File: config.mk
export PLATFORM = sky130hd
export DESIGN_NAME = jt12_slot_seq_flat
export DESIGN_NICKNAME = d
export VERILOG_FILES = /design/src/rtl/jt12_slot_seq_if.sv /design/src/rtl/jt12_slot_seq.sv /design/src/flat_wrapper.sv
export SDC_FILE = /design/constraint.sdc
export NUM_CORES = 1
export LEC_CHECK = 0
export CAP_MARGIN = 5
export CORE_ASPECT_RATIO = 1.1
export CORE_MARGIN = 2
export CORE_UTILIZATION = 61
export DETAILED_ROUTE_END_ITERATION = 8
export DONT_BUFFER_PORTS = 1
export PLACE_DENSITY_LB_ADDON = 0.05
export RECOVER_POWER = 50
export SYNTH_ARGS = -nofsm -noshare
export SYNTH_HDL_FRONTEND = slang
export SYNTH_SLANG_ARGS = --single-unit
File: constraint.sdc
create_clock -name clk -period 2.1 [get_ports clk]
set_input_delay 0.21 -clock clk [delete_from_list [all_inputs] [get_ports clk]]
set_output_delay 0.21 -clock clk [all_outputs]
set_load 0.005 [all_outputs]
File: src/rtl/jt12_slot_seq_if.sv
// jt12_slot_seq_if: register-write request bus into the slot sequencer
interface jt12_slot_seq_if;
  logic       wr_req;
  logic [2:0] wr_ch;
  logic [1:0] wr_op;
  logic [7:0] wr_data;
  logic       wr_ack;
  logic       wr_err;
  modport master(output wr_req, wr_ch, wr_op, wr_data, input wr_ack, wr_err);
  modport slave(input wr_req, wr_ch, wr_op, wr_data, output wr_ack, wr_err);
endinterface

File: src/rtl/jt12_slot_seq.sv
// jt12_slot_seq: 24-slot YM2612 channel/operator sequencer with a one-entry write buffer
// Define JT12_SEQ_TAPS_EN to build the ch_ii/ch_iii delay taps.
module jt12_slot_seq (
  input  logic            clk,
  input  logic            rst_n,
  input  logic            clk_en_i,
  jt12_slot_seq_if.slave  wr,
  output logic [4:0]      cur_ch_o,
  output logic [4:0]      slot_o,
  output logic            zero_o,
  output logic            upd_en_o,
  output logic [7:0]      upd_data_o,
  output logic [4:0]      ch_ii_o,
  output logic [4:0]      ch_iii_o
);
  logic [4:0] cur_ch_q, cur_ch_d, slot_q, slot_d, buf_code_q;
  logic [7:0] buf_data_q, upd_data_q;
  logic       buf_v_q, ack_q, err_q, upd_q;
  logic [2:0] low_inc, low;
  logic       accept, drain, bad_ch;
  assign low_inc = cur_ch_q[2:0] + 3'd1;
  assign low     = low_inc + {2'b0, &low_inc[1:0]};
  always_comb begin
    cur_ch_d = clk_en_i ? {cur_ch_q[4:3] + {1'b0, cur_ch_q[2:0] == 3'd6}, low} : cur_ch_q;
    slot_d   = clk_en_i ? (slot_q == 5'd23 ? 5'd0 : slot_q + 5'd1) : slot_q;
  end
  // Drain is decided against the next slot so upd_en lines up with its slot code.
  assign accept = wr.wr_req && !buf_v_q;
  assign bad_ch = &wr.wr_ch[1:0];
  assign drain  = buf_v_q && clk_en_i && cur_ch_d == buf_code_q;
  always_ff @(posedge clk or negedge rst_n) begin
    if (!rst_n) begin
      cur_ch_q   <= 5'd0;
      slot_q     <= 5'd0;
      buf_v_q    <= 1'b0;
      buf_code_q <= 5'd0;
      buf_data_q <= 8'd0;
      ack_q      <= 1'b0;
      err_q      <= 1'b0;
      upd_q      <= 1'b0;
      upd_data_q <= 8'd0;
    end else begin
      cur_ch_q <= cur_ch_d;
      slot_q   <= slot_d;
      ack_q    <= accept;
      err_q    <= accept && bad_ch;
      upd_q    <= drain;
      if (drain) begin
        buf_v_q    <= 1'b0;
        upd_data_q <= buf_data_q;
      end else if (accept && !bad_ch) begin
        buf_v_q    <= 1'b1;
        buf_code_q <= {wr.wr_op, wr.wr_ch};
        buf_data_q <= wr.wr_data;
      end
    end
  end
  assign cur_ch_o   = cur_ch_q;
  assign slot_o     = slot_q;
  assign zero_o     = cur_ch_q == 5'd0;
  assign upd_en_o   = upd_q;
  assign upd_data_o = upd_data_q;
  assign wr.wr_ack  = ack_q;
  assign wr.wr_err  = err_q;
`ifdef JT12_SEQ_TAPS_EN
  logic [4:0] ch_ii_q, ch_iii_q;
  always_ff @(posedge clk or negedge rst_n) begin
    if (!rst_n) begin
      ch_ii_q  <= 5'd0;
      ch_iii_q <= 5'd0;
    end else if (clk_en_i) begin
      ch_ii_q  <= cur_ch_q;
      ch_iii_q <= ch_ii_q;
    end
  end
  assign ch_ii_o  = ch_ii_q;
  assign ch_iii_o = ch_iii_q;
`else
  assign ch_ii_o  = 5'd0;
  assign ch_iii_o = 5'd0;
`endif
endmodule
File: src/flat_wrapper.sv
// flat-port wrapper written by rule: the top's interface ports become plain ports
module jt12_slot_seq_flat 
  (clk, rst_n, clk_en_i, cur_ch_o, slot_o, zero_o, upd_en_o, upd_data_o, ch_ii_o, ch_iii_o, wr_wr_req, wr_wr_ch, wr_wr_op, wr_wr_data, wr_wr_ack, wr_wr_err);
  jt12_slot_seq_if wr_i ();
  input  logic clk;
  input  logic rst_n;
  input  logic clk_en_i;
  output logic [4:0] cur_ch_o;
  output logic [4:0] slot_o;
  output logic zero_o;
  output logic upd_en_o;
  output logic [7:0] upd_data_o;
  output logic [4:0] ch_ii_o;
  output logic [4:0] ch_iii_o;
  input wire logic [$bits(wr_i.wr_req)-1:0] wr_wr_req;
  input wire logic [$bits(wr_i.wr_ch)-1:0] wr_wr_ch;
  input wire logic [$bits(wr_i.wr_op)-1:0] wr_wr_op;
  input wire logic [$bits(wr_i.wr_data)-1:0] wr_wr_data;
  output wire logic [$bits(wr_i.wr_ack)-1:0] wr_wr_ack;
  output wire logic [$bits(wr_i.wr_err)-1:0] wr_wr_err;
  assign wr_i.wr_req = wr_wr_req;
  assign wr_i.wr_ch = wr_wr_ch;
  assign wr_i.wr_op = wr_wr_op;
  assign wr_i.wr_data = wr_wr_data;
  assign wr_wr_ack = wr_i.wr_ack;
  assign wr_wr_err = wr_i.wr_err;
  jt12_slot_seq u_core (.clk(clk), .rst_n(rst_n), .clk_en_i(clk_en_i), .wr(wr_i), .cur_ch_o(cur_ch_o), .slot_o(slot_o), .zero_o(zero_o), .upd_en_o(upd_en_o), .upd_data_o(upd_data_o), .ch_ii_o(ch_ii_o), .ch_iii_o(ch_iii_o));
endmodule
== After elaboration in Yosys (flattened, before gate mapping) ==
Index checks and enable logic that the tools add are counted.

* Register bits: 35
* Bits of input ports: 17
* Output and inout port bits: 32

* Add/sub/neg operators: 4
* Equality and inequality tests: 3
* Muxes and demuxes: 4
* Bitwise logic cells: 1
* Reduce and logical (&&, ||, !) cells: 12

{| class="wikitable"
|+ Operators by type and width
! kind !! count
|-
| $mux 5 || 2
|-
| $reduce_and 2->1 || 3
|-
| $add 5x1->5 const B || 1
|-
| $eq 5x5->1 || 1
|-
| $eq 5x5->1 const B || 1
|-
| $logic_and 1x1->1 || 5
|-
| $logic_not 5->1 || 1
|-
| $add 3x1->3 || 1
|-
| $add 3x1->3 const B || 1
|-
| $eq 3x3->1 const B || 1
|-
| $add 2x1->2 || 1
|-
| $logic_not 1->1 || 2
|-
| $mux 1 || 2
|-
| $reduce_bool 2->1 || 1
|-
| $not 1->1 || 1
|}

== Logic depth before layout (Yosys ltp) ==
* Depth after elaboration: 8
* Gate-level depth with buffers: 8

== Least setup slack after synthesis ==
No wires, ideal clock.

* Kind: register -> register
* From: register u_core.cur_ch_q[2] (netlist: u_core.cur_ch_o[2])
* To: register u_core.upd_data_q[0] (netlist: u_core.upd_data_o[0])
* Arrival time: 1744 ps
* Data required time: 1975 ps
* Slack: 231 ps
* Stages on the path, launching flop included: 9
* Clock period less this slack: 1869 ps
* Cell sequence: dfrtp_1 nand2_1 nor2_1 ha_1 xnor2_1 and3_1 o2111a_1 buf_6 mux2_4

* Cells in the longest elaborated chain, start to end: 5

{| class="wikitable"
|+ RTL lines
! what !! RTL line !! source
|-
| start: declaration || jt12_slot_seq.sv:16 || <nowiki>logic [4:0] cur_ch_q, cur_ch_d, slot_q, slot_d, buf_code_q;</nowiki>
|-
| start signal: assignment || jt12_slot_seq.sv:43 || <nowiki>cur_ch_q <= cur_ch_d;</nowiki>
|-
| $add 3x1->3 / $eq 3x3->1 (equally long branches) || jt12_slot_seq.sv:21, jt12_slot_seq.sv:24 ||
|-
| $add 3x1->3 / $add 2x1->2 (equally long branches) || jt12_slot_seq.sv:22, jt12_slot_seq.sv:24 ||
|-
| $mux 5 (*) || jt12_slot_seq.sv:24 || <nowiki>cur_ch_d = clk_en_i ? {cur_ch_q[4:3] + {1'b0, cur_ch_q[2:0] == 3'd6}, low} : cur_ch_q;</nowiki>
|-
| $eq 5x5->1 (*) || jt12_slot_seq.sv:30 || <nowiki>assign drain = buf_v_q && clk_en_i && cur_ch_d == buf_code_q;</nowiki>
|-
| $logic_and 1x1->1 (*) || jt12_slot_seq.sv:30 ||
|-
| net u_core.drain || jt12_slot_seq.sv:20 || <nowiki>logic accept, drain, bad_ch;</nowiki>
|-
| end signal: assignment || jt12_slot_seq.sv:50 || <nowiki>upd_data_q <= buf_data_q;</nowiki>
|-
| end: declaration || jt12_slot_seq.sv:17 || <nowiki>logic [7:0] buf_data_q, upd_data_q;</nowiki>
|}

The timed path passes the listed nets; every way through them passes the cells marked *.
A chain may end at the register's enable or synchronous reset.

== Final worst setup path ==
* From: register u_core.cur_ch_q[0] (netlist: u_core.cur_ch_o[0])
* To: register u_core.upd_data_q[7] (netlist: u_core.upd_data_o[7])

* Cells in the longest elaborated chain, start to end: 6

{| class="wikitable"
|+ RTL lines
! what !! RTL line !! source
|-
| $add 3x1->3 || jt12_slot_seq.sv:21 || <nowiki>assign low_inc = cur_ch_q[2:0] + 3'd1;</nowiki>
|-
| $reduce_and 2->1 || jt12_slot_seq.sv:22 || <nowiki>assign low = low_inc + {2'b0, &low_inc[1:0]};</nowiki>
|-
| $add 3x1->3 || jt12_slot_seq.sv:22 ||
|-
| $mux 5 (*) || jt12_slot_seq.sv:24 ||
|-
| $eq 5x5->1 (*) || jt12_slot_seq.sv:30 ||
|-
| $logic_and 1x1->1 (*) || jt12_slot_seq.sv:30 ||
|}

Every way passes the cells marked *; elsewhere a longest branch is shown, timed or not.

==> results.json <==
{
  "status": "finished clean",
  "synth-compound-area-share_pct": 4.167,
  "synthesis.area_um2": 1592,
  "setup_viol": 0,
  "hpwl_um": 1691,
  "worstMarginPinSlew_ns": 1.469,
  "synth_async_sr_flop_share_pct": 100.0,
  "nNetsFinal": 162,
  "worstSkewPairLatency_ns": 0.34,
  "die-area_um2": 3034,
  "power_density_nw_per_um2": 1337,
  "wire_per_inst_um": 15.66,
  "grt_pass1_vias": 975,
  "period_share_pct": 90.72,
  "grt_usage_pct": 20.65,
  "post_drt_via_cell_ratio": 5.457,
  "path_class": "reg2reg",
  "drcViolationCount": 0,
  "synth_cell_types": 29,
  "grt_overflow": 0,
  "stdcell_count": 175,
  "wl_um": 2741,
  "area_growth_pct": 15.72,
  "cts.path.max_buffers": 2,
  "leakagePower_uw": 0.0008744,
  "synth_xor_area_share_pct": 4.796,
  "synth_flop_cell": "dfrtp_1",
  "synthMuxAreaShare_pct": 18.79,
  "numCtsBuffers": 5,
  "core_area_um2": 2496,
  "slew_violations": 0,
  "clk_pin_slew_ns": 0.10,
  "fin_area_um2": 1842,
  "crit_fanout": 10,
  "start_util_pct": 63.76,
  "io_pins": 49,
  "final_hold_viol_count": 0,
  "grt_pass1_wl_um": 4353,
  "place.gp.congestion": 0.6745,
  "drtIter0Drc": 19,
  "ir_worst_vdd_mv": 0.9894,
  "synth_adder_area_share_pct": 1.572,
  "power_uw": 2463,
  "slew-limit-headroom_pct": 1.924,
  "avgSynthCellArea_um2": 13.26,
  "cts_root_buf": "clkbuf_4",
  "antennaDiodeCount": 0,
  "firstDrtPassIters": 4,
  "cts_num_sinks": 35,
  "post_dp_cell_area_um2": 1600,
  "ys_seq_area_share_pct": 55.03,
  "placementRows": 19,
  "cts_tree": "yes",
  "hold_ws_ns": 0.02207,
  "critPathRequiredTime_ns": 2.33,
  "h-tree-depth": 2,
  "grt_setup_unrepaired": "false",
  "portBuffers": 0,
  "synth_seq_cells": 35,
  "netlist_instances": 120,
  "grt_max_degree": 36,
  "drive_gt1_share_pct": 23.61,
  "num_vias": 955,
  "synth_top_family_by_area": "multiplexers",
  "cp-end-kind": "flop",
  "fmax_ghz": 0.5249,
  "cp.arrival_ns": 2.13,
  "synth-simple-area-share_pct": 7.783,
  "antenna_found_initial": 0,
  "maxCapViolations": 0,
  "start_kind": "flop",
  "finClkSkew_ns": 0.005652,
  "fp.dieW_um": 52.70,
  "ys_warn_count": 0,
  "dp.cells": 150,
  "timing.setup.tns_ns": 0,
  "synth_edf_count": 0,
  "ant_nets": 0,
  "hp-class": "in2reg",
  "period_minus_slack_ns": 1.905,
  "dieHeight_um": 57.57
}
-- stage by stage --
| stage | setup WS (ns) | utilization (%) |
|---|---|---|
| 2_1_floorplan | 0.2311 | - |
| 3_3_place_gp | 0.2466 | 64.11 |
| 3_5_place_dp | 0.2239 | 64.11 |
| 4_1_cts | 0.1607 | 71.03 |
| 5_1_grt | 0.01178 | 73.78 |
| 6_report | 0.1949 | 73.78 |
-- logic make-up (layout without fill, tap and decap cells) --
| logic type | count (synthesis) | after routing |
|---|---|---|
| DFF | 35 | 35 |
| buffers and inverters | 18 | 33 |
| muxes | 24 | 24 |
| and+or+nand+nor | 23 | 23 |
| AOI/OAI and AO/OA | 10 | 10 |
| adders and majority gates | 2 | 2 |
| xor gates and xnor gates | 7 | 7 |
| other | 1 | 10 |
-- per-layer routing --
| layer | global-route usage [%] | routed length [µm] | up-vias |
|---|---|---|---|
| met5 | 0 | 0 | - |
| met4 | 8.791 | 70 | 0 |
| met3 | 11.52 | 247 | 7 |
| met2 | 33.04 | 1338 | 42 |
| met1 | 22.26 | 1085 | 467 |
| li1 | - | - | 439 |
-- Yosys cell counts, drive strengths merged (2+ instances only) --
master	instances	area share (%)
dfrtp	35	55
mux2	23	18
buf	13	6.4
nand2	7	1.7
xnor2	6	3.3
o21ai	5	1.6
inv	4	0.94
nand3	4	1.3
and3	3	1.2
ha	2	1.6
nand3b	2	0.94
nor2	2	0.47
-- worst paths after layout --
kind	from	cells after the start	slack [ns]	end
worst max-delay path	u_core.cur_ch_o[0]	7	0.19	u_core.upd_data_o[7]
worst min register to register	u_core.buf_v_q	1	0.49	u_core.wr.wr_ack
max in group asynchronous	rst_n	2	0.48	u_core.cur_ch_o[3]
worst min-delay path	wr_wr_ch[0]	1	0.02	u_core.wr.wr_err
worst max register to register	u_core.cur_ch_o[0]	7	0.19	u_core.upd_data_o[7]
min in group asynchronous	rst_n	2	0.77	u_core.slot_o[0]
-- critical path, cell delays in order (launching register included) --
cell and delay [ns]:
dfrtp_1 0.39, nor2_1 0.14, ha_1 0.27, xnor2_1 0.15, and3_1 0.17, o2111a_1 0.23
buf_12 0.15, mux2_4 0.30
-- registers in the layout, summed over array words and instances (netlist names) --
| name | count |
|---|---|
| u_core.buf_v_q | 1 |
| u_core.upd_en_o | 1 |
| u_core.buf_code_q | 5 |
| u_core.wr.wr_err | 1 |
| u_core.slot_o | 5 |
| u_core.wr.wr_ack | 1 |
| u_core.buf_data_q | 8 |
| u_core.upd_data_o | 8 |
| u_core.cur_ch_o | 5 |
-- power breakdown --
| part | total [µW] | switching [µW] | internal, µW |
|---|---|---|---|
| logic | 813 | 301 | 512 |
| registers | 1230 | 250 | 983 |
| clock network | 417 | 221 | 196 |
| total | 2460 | 772 | 1690 |
-- cell usage in the layout, fill, tap and decap left out, drive strengths merged --
master	n
nand3b	2
conb	10
o2111a	1
o21ai	5
dlygate4sd3	16
ha	2
and3	3
mux2	23
nand4b	1
xnor2	6
inv	4
mux2i	1
a211oi	1
clkbuf	8
a21oi	1
nand2b	1
buf	3
dlymetal6s2s	1
clkinvlp	1
nor2b	1
o211a	1
nand4	1
dfrtp	35
a21o	1
nand2	7
xor3	1
nand3	4
nor2	2
nor4b	1
-- timing repair --
action                    in CTS  in global routing
hold endpoints to repair      45                  8
resized for setup              0                  0
hold buffers                   9                  8
setup buffers                  0                  0
-- layout make-up --
| cell class | count | area (µm²) |
|---|---|---|
| sequential | 35 | 875.8 |
| fill | 170 | 654.4 |
| multi-input combinational | 76 | 628.1 |
| timing repair buffer | 21 | 211.5 |
| clock buffer | 7 | 65.06 |
| tap | 31 | 38.79 |
| inverter | 4 | 15.01 |
| clock inverter | 1 | 7.507 |
(Power assumes the default switching activity.)
